<file path="src/rtl/bcd_rtc_core_pkg.sv">
`default_nettype none
// +--------------------------------------------------------------------------+
// | Package     : bcd_rtc_core_pkg                                           |
// | Description : Shared definitions for the BCD time-of-day core: adjust    |
// |               field codes, BCD limits and BCD step / 12 h helpers.       |
// | Revision    : 1.0  initial release                                       |
// +--------------------------------------------------------------------------+
package bcd_rtc_core_pkg;

  // Adjust field selector; the encoding is visible on o_adjust_cnt.
  typedef enum logic [1:0] {
    FIELD_RUN  = 2'd0,
    FIELD_SEC  = 2'd1,
    FIELD_MIN  = 2'd2,
    FIELD_HOUR = 2'd3
  } field_e;

  localparam logic [7:0] BCD_MAX_MS   = 8'h59;
  localparam logic [7:0] BCD_MAX_HOUR = 8'h23;
  localparam logic [7:0] BCD_NOON     = 8'h12;

  // +1 on a two-digit BCD value, wrapping max -> 00.
  function automatic logic [7:0] bcd_inc(input logic [7:0] v, input logic [7:0] max);
    logic [7:0] r;
    if (v == max)              r = 8'h00;
    else if (v[3:0] == 4'd9)   r = {v[7:4] + 4'd1, 4'd0};
    else                       r = {v[7:4], v[3:0] + 4'd1};
    return r;
  endfunction

  // -1 on a two-digit BCD value, wrapping 00 -> max.
  function automatic logic [7:0] bcd_dec(input logic [7:0] v, input logic [7:0] max);
    logic [7:0] r;
    if (v == 8'h00)            r = max;
    else if (v[3:0] == 4'd0)   r = {v[7:4] - 4'd1, 4'd9};
    else                       r = {v[7:4], v[3:0] - 4'd1};
    return r;
  endfunction

  // 24 h BCD hour to 12 h BCD display: 00 -> 12, 13..23 -> 01..11.
  function automatic logic [7:0] bcd24_to_12(input logic [7:0] h);
    logic [4:0] bin;
    logic [7:0] r;
    bin = 5'(h[7:4]) * 5'd10 + 5'(h[3:0]);
    if (bin == 5'd0)       bin = 5'd12;
    else if (bin > 5'd12)  bin = bin - 5'd12;
    if (bin >= 5'd10)      r = {4'd1, 4'(bin - 5'd10)};
    else                   r = {4'd0, bin[3:0]};
    return r;
  endfunction

endpackage
`default_nettype wire

</file>
<file path="src/rtl/btn_fall_sync.sv">
`default_nettype none
// +--------------------------------------------------------------------------+
// | Module      : btn_fall_sync                                              |
// | Description : Multi-flop synchroniser for an asynchronous button pin,    |
// |               followed by a one-cycle falling-edge pulse.                |
// | Revision    : 1.0  initial release                                       |
// | Ports       : i_clk      system clock                                    |
// |               i_reset_n  asynchronous active-low reset                   |
// |               i_btn      raw button pin (idle high)                      |
// |               o_fall     one-cycle pulse per synchronised falling edge   |
// +--------------------------------------------------------------------------+
module btn_fall_sync #(
  parameter int SYNC_STAGES = 2
) (
  input  logic i_clk,
  input  logic i_reset_n,
  input  logic i_btn,
  output logic o_fall
);

  logic [SYNC_STAGES-1:0] sync_q, sync_d;
  logic                   edge_q, edge_d;

  always_comb begin
    sync_d = {sync_q[SYNC_STAGES-2:0], i_btn};
    edge_d = sync_q[SYNC_STAGES-1];
  end

  // Everything idles high so a button already low at reset release
  // still produces exactly one edge.
  always_ff @(posedge i_clk or negedge i_reset_n) begin
    if (!i_reset_n) begin
      sync_q <= '1;
      edge_q <= 1'b1;
    end else begin
      sync_q <= sync_d;
      edge_q <= edge_d;
    end
  end

  // Combinational from flops so the field changes on the edge after the
  // synchroniser output drops (3rd edge with two stages).
  assign o_fall = edge_q & ~sync_q[SYNC_STAGES-1];

endmodule
`default_nettype wire

</file>
<file path="src/rtl/bcd_rtc_core.sv">
`default_nettype none
// +--------------------------------------------------------------------------+
// | Module      : bcd_rtc_core                                               |
// | Description : BCD time-of-day core with tick prescaler, 12/24 h display, |
// |               inc/dec adjust, button synchronisers and HH:MM alarm.      |
// | Revision    : 1.0  initial release                                       |
// | Ports       : i_clk, i_reset_n          clock, async active-low reset    |
// |               i_adjust/increment/decrement  raw buttons, act on fall    |
// |               i_mode_12h                1 = 12 h display              |
// |               i_alarm_en/hour/minut     alarm enable and HH:MM (24 h)  |
// |               o_hour/minut/second_h/_l  displayed time, BCD            |
// |               o_pm, o_adjust_cnt        afternoon flag, adjust field   |
// |               o_tick, o_alarm           one-cycle status pulses        |
// +--------------------------------------------------------------------------+
module bcd_rtc_core #(
  parameter int TICK_DIV    = 50_000_000,
  parameter int SYNC_STAGES = 2
) (
  input  logic       i_clk,
  input  logic       i_reset_n,
  input  logic       i_adjust,
  input  logic       i_increment,
  input  logic       i_decrement,
  input  logic       i_mode_12h,
  input  logic       i_alarm_en,
  input  logic [7:0] i_alarm_hour,
  input  logic [7:0] i_alarm_minut,
  output logic [3:0] o_hour_h,
  output logic [3:0] o_hour_l,
  output logic [3:0] o_minut_h,
  output logic [3:0] o_minut_l,
  output logic [3:0] o_second_h,
  output logic [3:0] o_second_l,
  output logic       o_pm,
  output logic [1:0] o_adjust_cnt,
  output logic       o_tick,
  output logic       o_alarm
);
  import bcd_rtc_core_pkg::*;

  localparam int PW = (TICK_DIV > 1) ? $clog2(TICK_DIV) : 1;
  localparam logic [PW-1:0] PRESC_LAST = PW'(TICK_DIV - 1);

  logic          adj_fall, inc_fall, dec_fall;
  logic          inc_only, dec_only, tick;
  logic          run_en, sec_sel, min_sel, hour_sel;
  field_e        state_q, state_d;
  logic [PW-1:0] presc_q, presc_d;
  logic [7:0]    sec_q, sec_d, min_q, min_d, hour_q, hour_d;
  logic          alarm_pend_q, alarm_pend_d, alarm_q, alarm_d;
  logic [7:0]    hour_disp;

  btn_fall_sync #(.SYNC_STAGES(SYNC_STAGES)) u_sync_adj (
    .i_clk(i_clk), .i_reset_n(i_reset_n), .i_btn(i_adjust),    .o_fall(adj_fall));
  btn_fall_sync #(.SYNC_STAGES(SYNC_STAGES)) u_sync_inc (
    .i_clk(i_clk), .i_reset_n(i_reset_n), .i_btn(i_increment), .o_fall(inc_fall));
  btn_fall_sync #(.SYNC_STAGES(SYNC_STAGES)) u_sync_dec (
    .i_clk(i_clk), .i_reset_n(i_reset_n), .i_btn(i_decrement), .o_fall(dec_fall));

  // Simultaneous inc and dec cancel out.
  assign inc_only = inc_fall & ~dec_fall;
  assign dec_only = dec_fall & ~inc_fall;
  assign tick     = (presc_q == PRESC_LAST);

  // Adjust FSM: next-state process.
  always_comb begin
    state_d = state_q;
    if (adj_fall) begin
      case (state_q)
        FIELD_RUN:  state_d = FIELD_SEC;
        FIELD_SEC:  state_d = FIELD_MIN;
        FIELD_MIN:  state_d = FIELD_HOUR;
        FIELD_HOUR: state_d = FIELD_RUN;
        default:    state_d = FIELD_RUN;
      endcase
    end
  end

  // Adjust FSM: output decode of the current (old) field, so an inc/dec
  // arriving with an adjust edge still lands on the field being left.
  always_comb begin
    run_en   = 1'b0;
    sec_sel  = 1'b0;
    min_sel  = 1'b0;
    hour_sel = 1'b0;
    case (state_q)
      FIELD_RUN:  run_en   = 1'b1;
      FIELD_SEC:  sec_sel  = 1'b1;
      FIELD_MIN:  min_sel  = 1'b1;
      FIELD_HOUR: hour_sel = 1'b1;
      default:    run_en   = 1'b1;
    endcase
  end

  // Prescaler, digit chain and alarm.
  always_comb begin
    presc_d = tick ? '0 : presc_q + 1'b1;
    sec_d   = sec_q;
    min_d   = min_q;
    hour_d  = hour_q;

    if (run_en && tick) begin
      sec_d = bcd_inc(sec_q, BCD_MAX_MS);
      if (sec_q == BCD_MAX_MS) begin
        min_d = bcd_inc(min_q, BCD_MAX_MS);
        if (min_q == BCD_MAX_MS) hour_d = bcd_inc(hour_q, BCD_MAX_HOUR);
      end
    end

    // Clearing seconds also restarts the second so it is a full one.
    if (sec_sel && (inc_only || dec_only)) begin
      sec_d   = 8'h00;
      presc_d = '0;
    end
    if (min_sel) begin
      if (inc_only)      min_d = bcd_inc(min_q, BCD_MAX_MS);
      else if (dec_only) min_d = bcd_dec(min_q, BCD_MAX_MS);
    end
    if (hour_sel) begin
      if (inc_only)      hour_d = bcd_inc(hour_q, BCD_MAX_HOUR);
      else if (dec_only) hour_d = bcd_dec(hour_q, BCD_MAX_HOUR);
    end

    // Match on the value being loaded; the extra stage places the pulse
    // one cycle after the new time appears.
    alarm_pend_d = run_en && tick && i_alarm_en && (sec_d == 8'h00) &&
                   (min_d == i_alarm_minut) && (hour_d == i_alarm_hour);
    alarm_d      = alarm_pend_q;
  end

  // State register process.
  always_ff @(posedge i_clk or negedge i_reset_n) begin
    if (!i_reset_n) begin
      state_q      <= FIELD_RUN;
      presc_q      <= '0;
      sec_q        <= 8'h00;
      min_q        <= 8'h00;
      hour_q       <= 8'h00;
      alarm_pend_q <= 1'b0;
      alarm_q      <= 1'b0;
    end else begin
      state_q      <= state_d;
      presc_q      <= presc_d;
      sec_q        <= sec_d;
      min_q        <= min_d;
      hour_q       <= hour_d;
      alarm_pend_q <= alarm_pend_d;
      alarm_q      <= alarm_d;
    end
  end

  assign hour_disp    = i_mode_12h ? bcd24_to_12(hour_q) : hour_q;
  assign o_hour_h     = hour_disp[7:4];
  assign o_hour_l     = hour_disp[3:0];
  assign o_minut_h    = min_q[7:4];
  assign o_minut_l    = min_q[3:0];
  assign o_second_h   = sec_q[7:4];
  assign o_second_l   = sec_q[3:0];
  assign o_pm         = (hour_q >= BCD_NOON);
  assign o_adjust_cnt = state_q;
  assign o_tick       = tick;
  assign o_alarm      = alarm_q;

endmodule
`default_nettype wire

</file>
<file path="config.mk">
export PLATFORM = sky130hd
export DESIGN_NAME = bcd_rtc_core
export DESIGN_NICKNAME = d
export VERILOG_FILES = /design/src/rtl/bcd_rtc_core_pkg.sv /design/src/rtl/btn_fall_sync.sv /design/src/rtl/bcd_rtc_core.sv
export SDC_FILE = /design/constraint.sdc
export NUM_CORES = 1
export LEC_CHECK = 0
export BUFFER_PORTS_ARGS = -buffer_cell sky130_fd_sc_hd__buf_2
export CORE_UTILIZATION = 31
export DETAILED_ROUTE_END_ITERATION = 8
export SLEW_MARGIN = 20
export SYNTH_ARGS = -nofsm -noshare
export SYNTH_HDL_FRONTEND = slang
export SYNTH_SLANG_ARGS = --single-unit
</file>
<file path="constraint.sdc">
create_clock -name i_clk -period 7.35 [get_ports i_clk]
set_input_delay 1.47 -clock i_clk [delete_from_list [all_inputs] [get_ports i_clk]]
set_output_delay 1.47 -clock i_clk [all_outputs]
set_load 0.05 [all_outputs]
</file>
Word level (Yosys, flattened, before mapping)
Cells that the tools add are included.
{ "classes": {"n_mul": 1, "magnitude_cmp": 3, "addsub": 14, "reduce_logical": 14, "div_mod_pow": 0, "n_eq_ne": 12, "shift": 0, "n_bitwise": 10, "mux": 34} }
{ "op_table": {"columns": ["operator", "count"], "rows": [
  ["$mux W8", 24],
  ["$mux W26", 2],
  ["$add A26 B1 Y26 const B", 1],
  ["$eq A26 B26 Y1 const B", 1],
  ["$add A4 B1 Y4 const B", 6],
  ["$logic_not A8 Y1", 3],
  ["$eq A8 B7 Y1 const B", 2],
  ["$eq A8 B8 Y1", 2],
  ["$sub A4 B1 Y4 const B", 4],
  ["$mux W5", 3],
  ["$eq A4 B4 Y1 const B", 3],
  ["$eq A8 B6 Y1 const B", 1],
  ["$ge A8 B5 Y1 const B", 1],
  ["$logic_not A4 Y1", 2],
  ["$pmux W2 S4", 1],
  ["$logic_and A1 B1 Y1", 6],
  ["$add A5 B4 Y5", 1],
  ["$and A1 B1 Y1", 5],
  ["$ge A5 B4 Y1 const B", 1],
  ["$gt A5 B4 Y1 const B", 1],
  ["$logic_not A5 Y1", 1],
  ["$not A1 Y1", 5],
  ["$sub A5 B4 Y5 const B", 1],
  ["$eq A2 B2 Y1 const B", 2],
  ["other kinds (6)", 9]
]} }
{ "totals": {"latchBits": 0, "ff_bits": 63, "ram_bits": 0, "wordCells": 101, "output_inout_bits": 29, "input_bits": 23, "mem_bits_ro": 0, "mem_count": 0} }

Longest topological paths before layout
{ "depth": {"ltp_word": 11, "mapped_depth": 13, "ltp_nobuf": 13} }

Hierarchy
From an unflattened synthesis, not the netlist that was laid out.
{ "hier_totals": {"cells_unflattened": 561, "area_unflattened_um2": 4862.2} }
{ "by_module_without_submodules": {"columns": ["module", "cells_each", "area_each_um2", "n_inst", "seq_area_each_um2"], "rows": [
  ["bcd_rtc_core", 549, 4584.4, 1, 1351.3],
  ["btn_fall_sync", 4, 92.6, 3, 78.8]
]} }

Least setup slack after synthesis
OpenSTA, ideal clock, no wires.
{ "synth_path": {"kind": "flip-flop to output port", "startpoint": "reg hour_q[4]", "endpoint": "out o_hour_l[2]", "path_slack_ns": 2.245, "t_arrival_ns": 3.635, "n_path_buf": 0, "path_stages_with_launch": 14, "cell_sequence": "dfrtp_1 > ha_1 > fa_1 > xor2_1 > inv_1 > ha_1 > a21boi_0 > nor2_1 > a31oi_1 > ha_1 > o41ai_1 > a21oi_1 > mux2_2 > a21oi_1"} }
{ "synth_between": {"elab_chain_len": 8, "word_cells_on_any_way": 11} }
{ "synth_lines": {"columns": ["item", "line_no", "text"], "rows": [
  ["from (decl)", "bcd_rtc_core.sv:49", "logic [7:0] sec_q, sec_d, min_q, min_d, hour_q, hour_d;"],
  ["from (signal assigned)", "bcd_rtc_core.sv:146", "hour_q <= hour_d;"],
  ["$mul A4 B3 Y4 (*)", "bcd_rtc_core_pkg.sv:44", "bin = 5'(h[7:4]) * 5'd10 + 5'(h[3:0]);"],
  ["$add A5 B4 Y5 (*)", "bcd_rtc_core_pkg.sv:44", null],
  ["$sub A5 B4 Y5 / $gt A5 B4 Y1 (equally long branches)", "bcd_rtc_core_pkg.sv:46", "else if (bin > 5'd12) bin = bin - 5'd12;"],
  ["$mux W5", "bcd_rtc_core_pkg.sv:46", null],
  ["$mux W5 (*)", "bcd_rtc_core_pkg.sv:45", "if (bin == 5'd0) bin = 5'd12;"],
  ["$sub A4 B4 Y4 / $ge A5 B4 Y1 (equally long branches)", "bcd_rtc_core_pkg.sv:47", "if (bin >= 5'd10) r = {4'd1, 4'(bin - 5'd10)};"],
  ["$mux W5 (*)", "bcd_rtc_core_pkg.sv:47", null],
  ["$mux W8 (*)", "bcd_rtc_core.sv:152", "assign hour_disp = i_mode_12h ? bcd24_to_12(hour_q) : hour_q;"],
  ["to (decl)", "bcd_rtc_core.sv:29", "output logic [3:0] o_hour_l,"]
]} }
Every way passes the cells marked *; elsewhere a longest branch is shown, timed or not.

Final worst setup path
{ "layout_path": {"startpoint": "reg hour_q[6]", "endpoint": "out o_hour_l[2]"} }
{ "layout_between": {"elab_chain_len": 8, "word_cells_on_any_way": 11} }
{ "layout_lines": {"columns": ["item", "line_no"], "rows": [
  ["$mul A4 B3 Y4 (*)", "bcd_rtc_core_pkg.sv:44"],
  ["$add A5 B4 Y5 (*)", "bcd_rtc_core_pkg.sv:44"],
  ["$sub A5 B4 Y5 / $gt A5 B4 Y1 (equally long branches)", "bcd_rtc_core_pkg.sv:46"],
  ["$mux W5", "bcd_rtc_core_pkg.sv:46"],
  ["$mux W5 (*)", "bcd_rtc_core_pkg.sv:45"],
  ["$ge A5 B4 Y1 / $sub A4 B4 Y4 (equally long branches)", "bcd_rtc_core_pkg.sv:47"],
  ["$mux W5 (*)", "bcd_rtc_core_pkg.sv:47"],
  ["$mux W8 (*)", "bcd_rtc_core.sv:152"]
]} }
Marked as above.

==> flow_summary.json <==
{
  "status": "finished, final reports clean",
  "syn_to_final_growth_pct": 15.1,
  "grtUsageTotal_pct": 19.1,
  "p_switching_mw": 1.25,
  "synth_common_cells": "nor2_1 (73), dfrtp_1 (54), nand2_1 (36)",
  "async_flop_share_pct": 100,
  "ctsResizeCount": 0,
  "finalCritPeriodShare_pct": 77.2,
  "vias_per_cell": 5.68,
  "path_cells": "ha_1 > ha_1 > xor2_1 > inv_1 > ha_1 > a21boi_0 > nor2_1 > a31oi_1 > ha_1 > o41ai_1 > a21oi_1 > mux2_2 > a21oi_1 > buf_2",
  "postRouteAntennaNets": 0,
  "dpl.hpwl_um": 11400,
  "crit_type": "reg2out",
  "antenna_found_initial": 0,
  "clkLatencyLatePin_ns": 0.35,
  "num_antenna_cells": 0,
  "tritoncts": "done",
  "power_density_mw_per_mm2": 429,
  "fillers": 1686,
  "vias": 4803,
  "clk_pin_slew_ns": 0.06,
  "drv_slew": 0,
  "drt-initial-drc-count": 449,
  "ys_warn_count": 0,
  "cts_sinks": 63,
  "layout-drive-gt1-share_pct": 18.0,
  "io_pins": 52,
  "arrival_ns": 4.20,
  "grt_overflow": 0,
  "layout.nets": 678,
  "crit_path_max_fanout": 13,
  "hold_viol": 0,
  "critPathLaunchType": "flip-flop",
  "cts_root_buf": "clkbuf_16",
  "fp.dieW_um": 130,
  "critPathBufInv": 2,
  "total_power_mw": 2.49,
  "synth_mux_area_share_pct": 2.35,
  "synth_edf_count": 0,
  "numPortBuffers": 51,
  "core_area_mm2": 0.0159,
  "p_comb_share_pct": 57.5,
  "leakage_nw": 2.46,
  "fin_tns_setup_ns": 0,
  "numCtsBuffers": 9,
  "grt_pass1_wl_um": 24700,
  "syn_area_mm2": 0.00505,
  "dr.pass1.iters": 4,
  "intPower_mw": 1.24,
  "die_area_mm2": 0.0168,
  "cts_hold_buf": 0,
  "crit_top_cell": "ha_1",
  "crit_family": "adder cells",
  "utilization_pct": 36.6,
  "syn_inst": 590,
  "max_stage_delay_ns": 0.61,
  "tightest_slew_ns": 0.846,
  "dp_worst_setup_slack_ns": 2.15,
  "synth_compound_area_share_pct": 18.9,
  "syn_area_per_cell_um2": 8.56,
  "clkPwrFrac_pct": 20.7,
  "grt_start_max_net_pins": 64,
  "fmax_mhz": 176,
  "pwr-share-seq_pct": 21.8,
  "wl_per_cell_um": 18.1,
  "sw_frac_of_total_pct": 50.1,
  "yosysMostFrequentCell": "nor2_1",
  "yosys.area_share.adder_pct": 7.83,
  "cp-end-kind": "primary output",
  "crit_slowest_cell": "dfrtp_1",
  "routed_wl_um": 15300,
  "synth_simple_gate_area_share_pct": 28.1,
  "irDropWorstVdd_mv": 0.698,
  "min_period_ns": 5.67,
  "cts_buffer_depth": 2,
  "gp_congestion": 0.943,
  "syn_nets": 644,
  "initial_utilization_pct": 31.8,
  "route.detailed.drc": 0,
  "setup_viol": 0,
  "relSlewSlack_pct": 43.6,
  "synth-xor-area-share_pct": 6.59,
  "finClkSkew_ns": 0.00790,
  "setup_slack_ns": 1.68,
  "rows": 46,
  "cts_htree_levels": 3,
  "die_height_um": 130,
  "ys_seq_area_share_pct": 31.4,
  "yosysTopAreaCell": "dfrtp_1",
  "ys_seq_elements": 63,
  "timing.max_cap.violations": 0,
  "ys.flop_type": "dfrtp_1",
  "grt_pass1_vias": 4677,
  "min_path_type": "reg2reg",
  "synth_top_family_by_area": "simple AND/OR/NAND/NOR gates",
  "cts_setup_buffers": 0,
  "ys_types": 83,
  "synth_top_area_share_pct": 26.8,
  "rsz0062_at_grt": "false",
  "cp_data_required_time_ns": 5.88,
  "ys_top_cells_by_area": "dfrtp_1 (27%), ha_1 (7.4%), nor2_1 (5.4%)"
}
[sequential cells by signal, summed over array words and instances (netlist names)]
signal             cells
hour_q                 8
u_sync_adj.sync_q      2
u_sync_dec.sync_q      2
u_sync_inc.edge_q      1
u_sync_adj.edge_q      1
o_alarm                1
u_sync_inc.sync_q      2
presc_q               26
o_adjust_cnt           2
min_q                  8
sec_q                  8
u_sync_dec.edge_q      1
alarm_d                1
[placed cells by master, fill, tap and decap left out, types with 4 or more instances in the layout]
master,n
a22oi_1,4
nand3_1,22
buf_2,51
and2_1,5
ha_1,30
nand4_1,16
dfstp_2,9
xnor2_1,20
nor2_1,73
o31ai_1,4
mux2_2,7
nor3_1,19
a311oi_1,4
nor2b_1,8
a211oi_1,7
or4_1,6
o21ai_1,4
nand2_1,36
dfrtp_1,54
inv_1,28
or3_1,6
nand2b_1,8
o22ai_1,4
a21oi_1,29
nor4_1,6
nor4_2,6
and4_1,7
o21ai_0,28
a31oi_1,10
mux2i_1,4
xor2_1,18
clkbuf_16,9
and3_1,5
[power by group through the flow]
stage               Sequential (mW)  Combinational, mW  Clock (mW)
floorplan                     0.547               1.09           0
global placement              0.536               1.34           0
detailed placement            0.544               1.41           0
CTS                           0.538               1.42       0.526
global route                  0.558               1.55       0.544
finish                        0.542               1.43       0.516
[area by class of cell]
class / instances / area (um2) / share of cell area, %
clock buffer: 10 / 239 / 4.11
multi-input combinational: 468 / 3220 / 55.4
sequential: 63 / 1590 / 27.3
inverter: 29 / 109 / 1.87
clock inverter: 6 / 115 / 1.98
tap: 216 / 270 / 4.65
timing repair buffer: 53 / 270 / 4.65
[layer usage]
layer	global-route usage, %	vias to the layer above	wire, um	part of all wire, %
met5	0	-	0	0
met4	10.5	0	616	4.0
met3	4.67	41	1140	7.5
met2	30.6	208	7130	47
met1	23.6	2317	6420	42
li1	-	2237	-	-
[kinds of logic after synthesis]
kind of cell | after synthesis
buf+inv | 59
mux | 11
xor+xnor | 38
fa+ha+maj | 31
simple gates | 250
compound gates | 138
flops | 63
[worst paths after layout]
check / from / end / slack (ns) / depth (start not counted)
setup reg to reg: u_sync_inc.sync_q[1] / alarm_d / 3.80 / 10
setup / recovery: hour_q[6] / o_hour_l[2] / 1.68 / 14
hold reg to reg: alarm_d / o_alarm / 0.35 / 0
hold / removal: alarm_d / o_alarm / 0.35 / 0
min in group asynchronous: i_reset_n / sec_q[2] / 1.32 / 2
max in group asynchronous: i_reset_n / presc_q[6] / 5.49 / 2
[stage by stage]
| step | cell area [um2] | cells | hold slack [ns] |
|---|---|---|---|
| 2_1_floorplan | 5050 | 590 | 0.331 |
| 3_3_place_gp | 5460 | 829 | 0.333 |
| 3_5_place_dp | 5460 | 829 | 0.337 |
| 4_1_cts | 5810 | 845 | 0.350 |
| 5_1_grt | 5810 | 845 | 0.358 |
| 6_report | 5810 | 845 | 0.350 |
Power figures use the tool's default switching activity.
